### src/rtl/mem_access.sv
// MEM stage of the 5-stage RV32I pipeline: drives the data-memory bus with
// byte-lane alignment, extends load data, stalls the pipeline while an access
// is outstanding, and owns the MEM/WB pipeline register and CSR write port.
module mem_access #(
  parameter int TIMEOUT = 16,
  parameter int CNT_W   = 5
) (
  input  logic        clk,
  input  logic        rst,
  input  logic [31:0] i_alu_res,
  input  logic [31:0] i_store_data,
  input  logic [31:0] i_pcp4,
  input  logic [4:0]  i_wreg,
  input  logic [2:0]  i_wb_ctrl,
  input  logic [1:0]  i_mem_rw,
  input  logic [1:0]  i_dsize,
  input  logic [2:0]  i_funct3,
  input  logic        i_is_csr,
  input  logic [11:0] i_csr_addr,
  input  logic [31:0] i_csr_wdata,
  output logic        o_dmem_req,
  output logic        o_dmem_we,
  output logic [31:0] o_dmem_addr,
  output logic [3:0]  o_dmem_be,
  output logic [31:0] o_dmem_wdata,
  input  logic [31:0] i_dmem_rdata,
  input  logic        i_dmem_ack,
  output logic        o_mem_stall,
  output logic        o_misalign,
  output logic        o_bus_err,
  output logic [31:0] o_wb_data,
  output logic [4:0]  o_wb_wreg,
  output logic        o_wb_we,
  output logic [31:0] o_fwd_mem_data,
  output logic        o_csr_we,
  output logic [11:0] o_csr_waddr,
  output logic [31:0] o_csr_wdata
);

  typedef enum logic {
    S_IDLE,
    S_WAIT
  } state_t;

  localparam logic [CNT_W-1:0] TIMEOUT_CNT = CNT_W'(TIMEOUT);

  state_t           r_state;
  state_t           w_next;
  logic [CNT_W-1:0] r_cnt;

  logic [1:0]  w_off;
  logic        w_memOp;
  logic        w_isHalf;
  logic        w_isWord;
  logic        w_misAl;
  logic [31:0] w_lane;
  logic [31:0] w_loadExt;
  logic [31:0] w_result;
  logic        w_req;
  logic        w_stall;
  logic        w_misPulse;
  logic        w_busErr;
  logic        w_done;
  logic        w_retireOk;
  logic        w_wbWe;
  logic        w_csrWe;

  assign w_off    = i_alu_res[1:0];
  assign w_memOp  = |i_mem_rw;
  assign w_isHalf = (i_dsize == 2'b01);
  assign w_isWord = i_dsize[1];
  assign w_misAl  = (w_isHalf & w_off[0]) | (w_isWord & (w_off != 2'b00));
  assign w_lane   = i_dmem_rdata >> {w_off, 3'b000};

  assign o_dmem_addr = {i_alu_res[31:2], 2'b00};

  // Byte enables and lane-replicated store data by access size
  always_comb begin
    o_dmem_be    = 4'hF;
    o_dmem_wdata = i_store_data;
    if (w_isWord) begin
      o_dmem_be    = 4'hF;
      o_dmem_wdata = i_store_data;
    end else if (w_isHalf) begin
      o_dmem_be    = 4'b0011 << w_off;
      o_dmem_wdata = {2{i_store_data[15:0]}};
    end else begin
      o_dmem_be    = 4'b0001 << w_off;
      o_dmem_wdata = {4{i_store_data[7:0]}};
    end
  end

  // Load lane extension; any undefined load type behaves as a full word
  always_comb begin
    w_loadExt = w_lane;
    case (i_funct3)
      3'b000:  w_loadExt = {{24{w_lane[7]}}, w_lane[7:0]};
      3'b001:  w_loadExt = {{16{w_lane[15]}}, w_lane[15:0]};
      3'b100:  w_loadExt = {24'd0, w_lane[7:0]};
      3'b101:  w_loadExt = {16'd0, w_lane[15:0]};
      default: w_loadExt = w_lane;
    endcase
  end

  // Access FSM: next state plus request, stall and fault pulses
  always_comb begin
    w_next     = r_state;
    w_req      = 1'b0;
    w_stall    = 1'b0;
    w_misPulse = 1'b0;
    w_busErr   = 1'b0;
    w_done     = 1'b0;
    case (r_state)
      S_IDLE: begin
        if (w_memOp) begin
          if (w_misAl) begin
            w_misPulse = 1'b1;
          end else begin
            w_req = 1'b1;
            if (i_dmem_ack) begin
              w_done = 1'b1;
            end else begin
              w_stall = 1'b1;
              w_next  = S_WAIT;
            end
          end
        end
      end
      S_WAIT: begin
        w_req = 1'b1;
        if (i_dmem_ack) begin
          w_done = 1'b1;
          w_next = S_IDLE;
        end else if (r_cnt == TIMEOUT_CNT) begin
          w_busErr = 1'b1;
          w_next   = S_IDLE;
        end else begin
          w_stall = 1'b1;
        end
      end
      default: w_next = S_IDLE;
    endcase
  end

  assign o_dmem_req  = rst & w_req;
  assign o_dmem_we   = rst & w_req & i_mem_rw[0];
  assign o_mem_stall = rst & w_stall;
  assign o_misalign  = rst & w_misPulse;
  assign o_bus_err   = rst & w_busErr;

  // A load that never completed (misaligned or timed out) contributes zero
  assign w_result = (i_wb_ctrl[2:1] == 2'b01) ? (w_done ? w_loadExt : 32'd0) :
                    (i_wb_ctrl[2:1] == 2'b10) ? i_pcp4 : i_alu_res;

  assign o_fwd_mem_data = w_result;
  assign w_retireOk     = ~w_misPulse & ~w_busErr;
  assign w_wbWe         = i_wb_ctrl[0] & (i_wreg != 5'd0) & ~i_mem_rw[0] & w_retireOk;
  assign w_csrWe        = i_is_csr & w_retireOk;

  // State register; reset abandons any outstanding access
  always_ff @(posedge clk or negedge rst) begin
    if (!rst) r_state <= S_IDLE;
    else      r_state <= w_next;
  end

  // Wait counter: starts at 1 on entering WAIT, clears on leaving
  always_ff @(posedge clk or negedge rst) begin
    if (!rst)                                        r_cnt <= '0;
    else if (r_state == S_IDLE && w_next == S_WAIT)  r_cnt <= CNT_W'(1);
    else if (r_state == S_WAIT && w_next == S_WAIT)  r_cnt <= r_cnt + CNT_W'(1);
    else                                             r_cnt <= '0;
  end

  // MEM/WB and CSR write register; a bubble is captured while stalled
  always_ff @(posedge clk or negedge rst) begin
    if (!rst) begin
      o_wb_data   <= '0;
      o_wb_wreg   <= '0;
      o_wb_we     <= 1'b0;
      o_csr_we    <= 1'b0;
      o_csr_waddr <= '0;
      o_csr_wdata <= '0;
    end else if (w_stall) begin
      o_wb_we  <= 1'b0;
      o_csr_we <= 1'b0;
    end else begin
      o_wb_data   <= w_result;
      o_wb_wreg   <= i_wreg;
      o_wb_we     <= w_wbWe;
      o_csr_we    <= w_csrWe;
      o_csr_waddr <= i_csr_addr;
      o_csr_wdata <= i_csr_wdata;
    end
  end

endmodule

### config.mk
export PLATFORM = sky130hd
export DESIGN_NAME = mem_access
export DESIGN_NICKNAME = d
export VERILOG_FILES = /design/src/rtl/mem_access.sv
export SDC_FILE = /design/constraint.sdc
export NUM_CORES = 1
export LEC_CHECK = 0
export CAP_MARGIN = 5
export CORE_AREA = 4 4 145 147
export CTS_CLUSTER_DIAMETER = 80
export DETAILED_ROUTE_END_ITERATION = 7
export DIE_AREA = 0 0 149 151
export HOLD_SLACK_MARGIN = 0.08
export PLACE_DENSITY_LB_ADDON = 0.1
export SLEW_MARGIN = 5
export SYNTH_ARGS = -nofsm -noshare
export SYNTH_HDL_FRONTEND = slang
export SYNTH_SLANG_ARGS = --single-unit
export TNS_END_PERCENT = 100
### constraint.sdc
create_clock -name clk -period 2.8 [get_ports clk]
set_input_delay 0.56 -clock clk [delete_from_list [all_inputs] [get_ports clk]]
set_output_delay 0.56 -clock clk [all_outputs]
set_load 0.01 [all_outputs]
Yosys cells after proc, flatten, opt, wreduce, memory -nomap -nowiden
Cells that the tools add are included.
{ "word_totals": {"regBits": 89, "out_inout_bits": 188, "wordCells": 73} }
{ "classes": {"n_addsub": 1, "n_eq_ne": 7, "n_shift": 3, "mux": 31, "bitwise": 17, "n_reduce_logical": 6} }
{ "op_table": {"columns": ["op", "n"], "rows": [
  ["32-bit two-way mux", 5],
  ["32-bit case mux with 4 select lines", 1],
  ["32-bit by 5-bit >> shifter with 32-bit output", 1],
  ["1-bit two-way mux", 18],
  ["1-bit bitwise AND", 12],
  ["5-bit two-way mux", 2],
  ["4-bit two-way mux", 2],
  ["3-bit == test (second input constant)", 2],
  ["1-bit case mux with 2 select lines", 3],
  ["5-bit by 1-bit adder with 5-bit output (second input constant)", 1],
  ["5-bit == test (second input constant)", 1],
  ["5-bit nonzero test", 1],
  ["2-bit by 1-bit == test with 1-bit output (second input constant)", 2],
  ["1-bit NOT", 4],
  ["1-bit by 2-bit << shifter with 4-bit output (first input constant)", 1],
  ["2-bit by 2-bit << shifter with 4-bit output (first input constant)", 1],
  ["3-bit by 1-bit == test with 1-bit output (second input constant)", 1],
  ["3-bit logical NOT", 1],
  ["2-bit == test (second input constant)", 1],
  ["1-bit logical AND", 2],
  ["2-bit nonzero test", 1],
  ["2-bit OR reduction", 1],
  ["1-bit OR", 1]
]} }

Longest topological paths before layout
{ "depth": {"ltp_word": 10, "mapped_depth": 10, "depth_no_buf": 8} }

Worst setup path before layout
OpenSTA, ideal clock, no wires.
{ "synth_timing": {"path_kind": "input to output", "startpoint": "input i_alu_res[1]", "endpoint": "output o_mem_stall", "t_arrival_ps": 1879, "setup_slack_ps": 361, "cell_stages": 7, "n_path_buf": 2, "path_cell_list": "buf_2 -> o21ai_2 -> a21oi_2 -> or4_4 -> buf_6 -> inv_2 -> and2_1"} }
{ "synth_via": {"elab_chain_cells": 7} }
{ "synth_rtl": {"columns": ["item", "line", "source"], "rows": [
  ["from (decl)", "10", "input logic [31:0] i_alu_res,"],
  ["2-bit nonzero test", "72", "assign w_misAl = (w_isHalf & w_off[0]) | (w_isWord & (w_off != 2'b00));"],
  ["1-bit bitwise AND", "72", null],
  ["1-bit OR", "72", null],
  ["1-bit two-way mux", "116", "if (w_misAl) begin"],
  ["1-bit two-way mux", "115", "if (w_memOp) begin"],
  ["1-bit case mux with 2 select lines", "113", "case (r_state)"],
  ["1-bit bitwise AND", "147", "assign o_mem_stall = rst & w_stall;"],
  ["to (decl)", "28", "output logic o_mem_stall,"]
]} }
Every way passes these cells.

Worst setup path after layout
{ "layout_timing": {"startpoint": "input i_dsize[1]", "endpoint": "output o_dmem_wdata[18]"} }
{ "layout_via": {"elab_chain_cells": 1} }
{ "layout_rtl": {"columns": ["item", "line", "source"], "rows": [
  ["from (decl)", "16", "input logic [1:0] i_dsize,"],
  ["32-bit two-way mux", "81", "if (w_isWord) begin"],
  ["to (decl)", "25", "output logic [31:0] o_dmem_wdata,"]
]} }
Every way passes these cells.

==> impl_metrics.csv <==
group,metric,value,unit
power_and_ir_drop,power_density,445.0,nW/µm²
finish,final_cell_area,10190,µm²
worst_setup_path,r2r-end,"o_wb_data[16]",
sta,max_freq,0.3622,GHz
yosys,ys_seq_area_frac,0.3914,
power_and_ir_drop,power.total,4.533,mW
global_routing,grt.total_usage,0.2059,
yosys,synth_edf_count,0,
place,gp_congestion,0.8224,
cts,root_buffer,"clkbuf_16",
yosys,synthMuxAreaShare,0.2001,
sta,finalSetupViolations,0,
yosys,synth-compound-area-share,0.1203,
yosys,synthSimpleGateAreaFrac,0.1840,
yosys,syn_inst,627,
finish,drive_gt1_frac,0.1816,
floorplanning,die_area,22500,µm²
cts,clock_latency,0.35,ns
run_status,status,"finished clean",
floorplanning,coreArea,19910,µm²
worst_setup_path,startpoint,"i_dsize[1]",
global_routing,overflow,0,
cts,htree_num_levels,3,
sta,fin_crit,2.761,ns
drt,via_count,5913,
worst_setup_path,start_kind,"primary input",
worst_setup_path,crit_arrival,2.20,ns
cts,cts-buffers-inserted,9,
yosys,synth_cell_types,49,
worst_setup_path,crit_chain,"clkdlybuf4s50_1, buf_4, buf_12, mux2_2, clkdlybuf4s50_1",
yosys,async_flop_share,1.000,
run,drv_cap,0,
drt,wirelength,24520,µm
sta,hold_ws,0.2177,ns
yosys,netlist_area,5690,µm²
global_routing,grt_max_degree,62,
floorplanning,ios,379,
yosys,synth_top_family_by_area,"multiplexers",
worst_setup_path,worstPathMaxFanout,14,
worst_setup_path,cpMostUsedCell,"clkdlybuf4s50_1",
finish,nFillCells,1961,
place,numPortBuffers,376,
floorplanning,fp-row-count,52,
sta,hold_viol,0,
power_and_ir_drop,p_leak,4.628,nW
min_path,min_path_type,"in -> async",
sta,relSlewSlack,0.4296,
drt,dr.pass1.iters,4,
drt,via_per_inst,4.645,
worst_setup_path,worstSetupPathType,"in -> out",
floorplanning,die_h,151,µm
place,place_hpwl,18850,µm
yosys,ys_warn_count,0,
place,place_ws,-0.8432,ns
finish,synthToLayoutAreaGrowth,79.05,%
worst_setup_path,reg2regPathDepth,8,
yosys,synth-main-ff-cell,"dfrtp_1",
yosys,syn_avg_cell_area,9.076,µm²
drt,ant_nets,0,
worst_setup_path,endpoint,"o_dmem_wdata[18]",
drt,wl_per_cell,19.26,µm
yosys,ys_ff_latch,89,
sta,drv_slew,0,
yosys,synth-xor-area-share,0.007696,
sta,worst_slack,0.03895,ns
worst_setup_path,max_stage_delay,0.49,ns
sta,fin_tns_setup,0,ns
yosys,synth-adder-area-share,0.004398,
sta,tightest_slew,0.8556,ns
worst_setup_path,crit_slowest_cell,"clkdlybuf4s50_1",
worst_setup_path,r2r_start,"r_cnt[0]",
floorplanning,initial_core_util,0.2858,
worst_setup_path,cp.required,2.24,ns
drt,drt_iter0_markers,239,
global_routing,grt_pass1_vias,5776,
sta,fin_skew,0.01055,ns
sta,rsz0062_at_grt,"true",
global_routing,antenna_found_initial,1,
global_routing,grt_pass1_wl,35460,µm
cts,clk_pin_slew_worst_paths,0.07,ns
finish,nets,1190,
place,dpl_cell_area,9681,µm²
floorplanning,die_x,149,µm
worst_setup_path,rrSetupSlack,0.58,ns
power_and_ir_drop,peakVddDrop,0.2774,mV
sta,finalCritPeriodShare,0.9861,
cts,clock_path_buffers,2,
cts,cts_sinks,89,
cts,tritoncts,"yes",
worst_setup_path,cp-end-kind,"output port",
drt,drc,0,
per-layer routing:
metal  up-vias  wire (µm)  GRT usage
met5         -          0          0
met4         0        405    0.04805
met3        22       1857    0.06134
met2       217      11980     0.3535
met1      2801      10270     0.2559
li1       2873          -          -
report_power, final:
| group | switching (mW) | leakage, nW | internal (mW) |
|---|---|---|---|
| logic | 0.702 | 3.38 | 0.913 |
| registers | 0.0765 | 1.09 | 1.43 |
| clock network | 0.587 | 0.162 | 0.821 |
| total | 1.37 | 4.63 | 3.17 |
kinds of logic (layout without fill, tap and decap cells):
group | count (synthesis) | in the layout
buffers and inverters | 85 | 459
AO/OA/AOI/OAI | 94 | 94
other | 1 | 3
multiplexers | 104 | 104
XOR/XNOR | 5 | 5
adder cells (fa/ha/maj) | 2 | 2
flip-flops | 89 | 89
AND/OR/NAND/NOR | 247 | 247
metrics by stage:
step | utilization | std cells
2_1_floorplan | - | 628
3_5_place_dp | 0.4862 | 1244
6_report | 0.5118 | 1273
3_3_place_gp | 0.4862 | 1244
5_1_grt | 0.5118 | 1273
4_1_cts | 0.5074 | 1268
worst max-delay path, delay by kind of cell:
family,cells,cell delay (ns)
buffers and inverters,4,1.30
multiplexers,1,0.33
cell type report:
cell class	count	area [µm²]	area share
inverters	4	15.01	0.001474
clock buffers	10	239.0	0.02346
diodes	1	2.502	0.0002456
multi-input cells	454	3100	0.3043
clock inverters	6	96.34	0.009456
well taps	270	337.8	0.03316
repair buffers	439	4170	0.4093
flip-flops and latches	89	2227	0.2186
synth_stat cells, types with 2 or more instances:
library cell | instances | share of area
dfrtp_1 | 89 | 0.39
nand3_1 | 6 | 0.0053
mux2i_1 | 53 | 0.093
buf_1 | 4 | 0.0026
nor3_1 | 2 | 0.0018
nor2b_1 | 8 | 0.0088
a21oi_1 | 18 | 0.016
nand2b_1 | 3 | 0.0033
a211o_1 | 9 | 0.014
buf_4 | 40 | 0.053
o21bai_1 | 2 | 0.0026
and3b_1 | 3 | 0.0046
and3_1 | 5 | 0.0055
and2_1 | 2 | 0.0022
mux2_1 | 9 | 0.018
o21ai_0 | 19 | 0.017
xor2_1 | 3 | 0.0046
xnor2_1 | 2 | 0.0031
mux2_4 | 6 | 0.016
o311ai_0 | 8 | 0.012
mux2_2 | 35 | 0.069
nand2_1 | 175 | 0.12
buf_2 | 17 | 0.015
or2_2 | 2 | 0.0022
buf_6 | 4 | 0.0079
o211ai_1 | 8 | 0.011
a21oi_2 | 2 | 0.0031
ha_1 | 2 | 0.0044
clkbuf_1 | 16 | 0.011
nor2_1 | 33 | 0.022
inv_1 | 3 | 0.0020
a211oi_1 | 7 | 0.0092
a221o_1 | 16 | 0.028
cell usage in the layout (no fill, tap or decap), drive strengths merged, types with 9 or more instances in the layout:
cell type      count
clkdlybuf4s50    321
nand2            175
buf               95
dfrtp             89
mux2i             53
mux2              50
nor2              33
o21ai             20
a21oi             20
a221o             16
dlygate4sd2       16
clkbuf            12
a211o              9
state kept, by name, summed over array words and instances (netlist names):
register     flops
o_csr_waddr     12
o_csr_wdata     32
o_csr_we         1
o_wb_data       32
o_wb_we          1
o_wb_wreg        5
r_cnt            5
r_state          1
worst min-delay path by stage:
| stage | start | slack, ns | end | depth (start not counted) |
|---|---|---|---|---|
| final | rst | 0.22 | o_csr_waddr[8] | 2 |
| after global routing | rst | 0.20 | o_csr_waddr[8] | 2 |
| after CTS | rst | 0.21 | o_csr_waddr[8] | 2 |
| after detailed placement | rst | 0.44 | o_wb_data[7] | 1 |
| after global placement | rst | 0.45 | o_wb_data[7] | 1 |
| after floorplan | rst | 0.26 | o_csr_waddr[0] | 0 |
timing repair:
item,CTS,global route
setup buffers,7,3
setup endpoints to repair,50,41
pin swaps,7,4
hold endpoints to repair,10,0
gates resized for setup,185,13
hold buffers,1,0
gates cloned,0,1
Note: power is estimated with default switching activity, not from simulation.
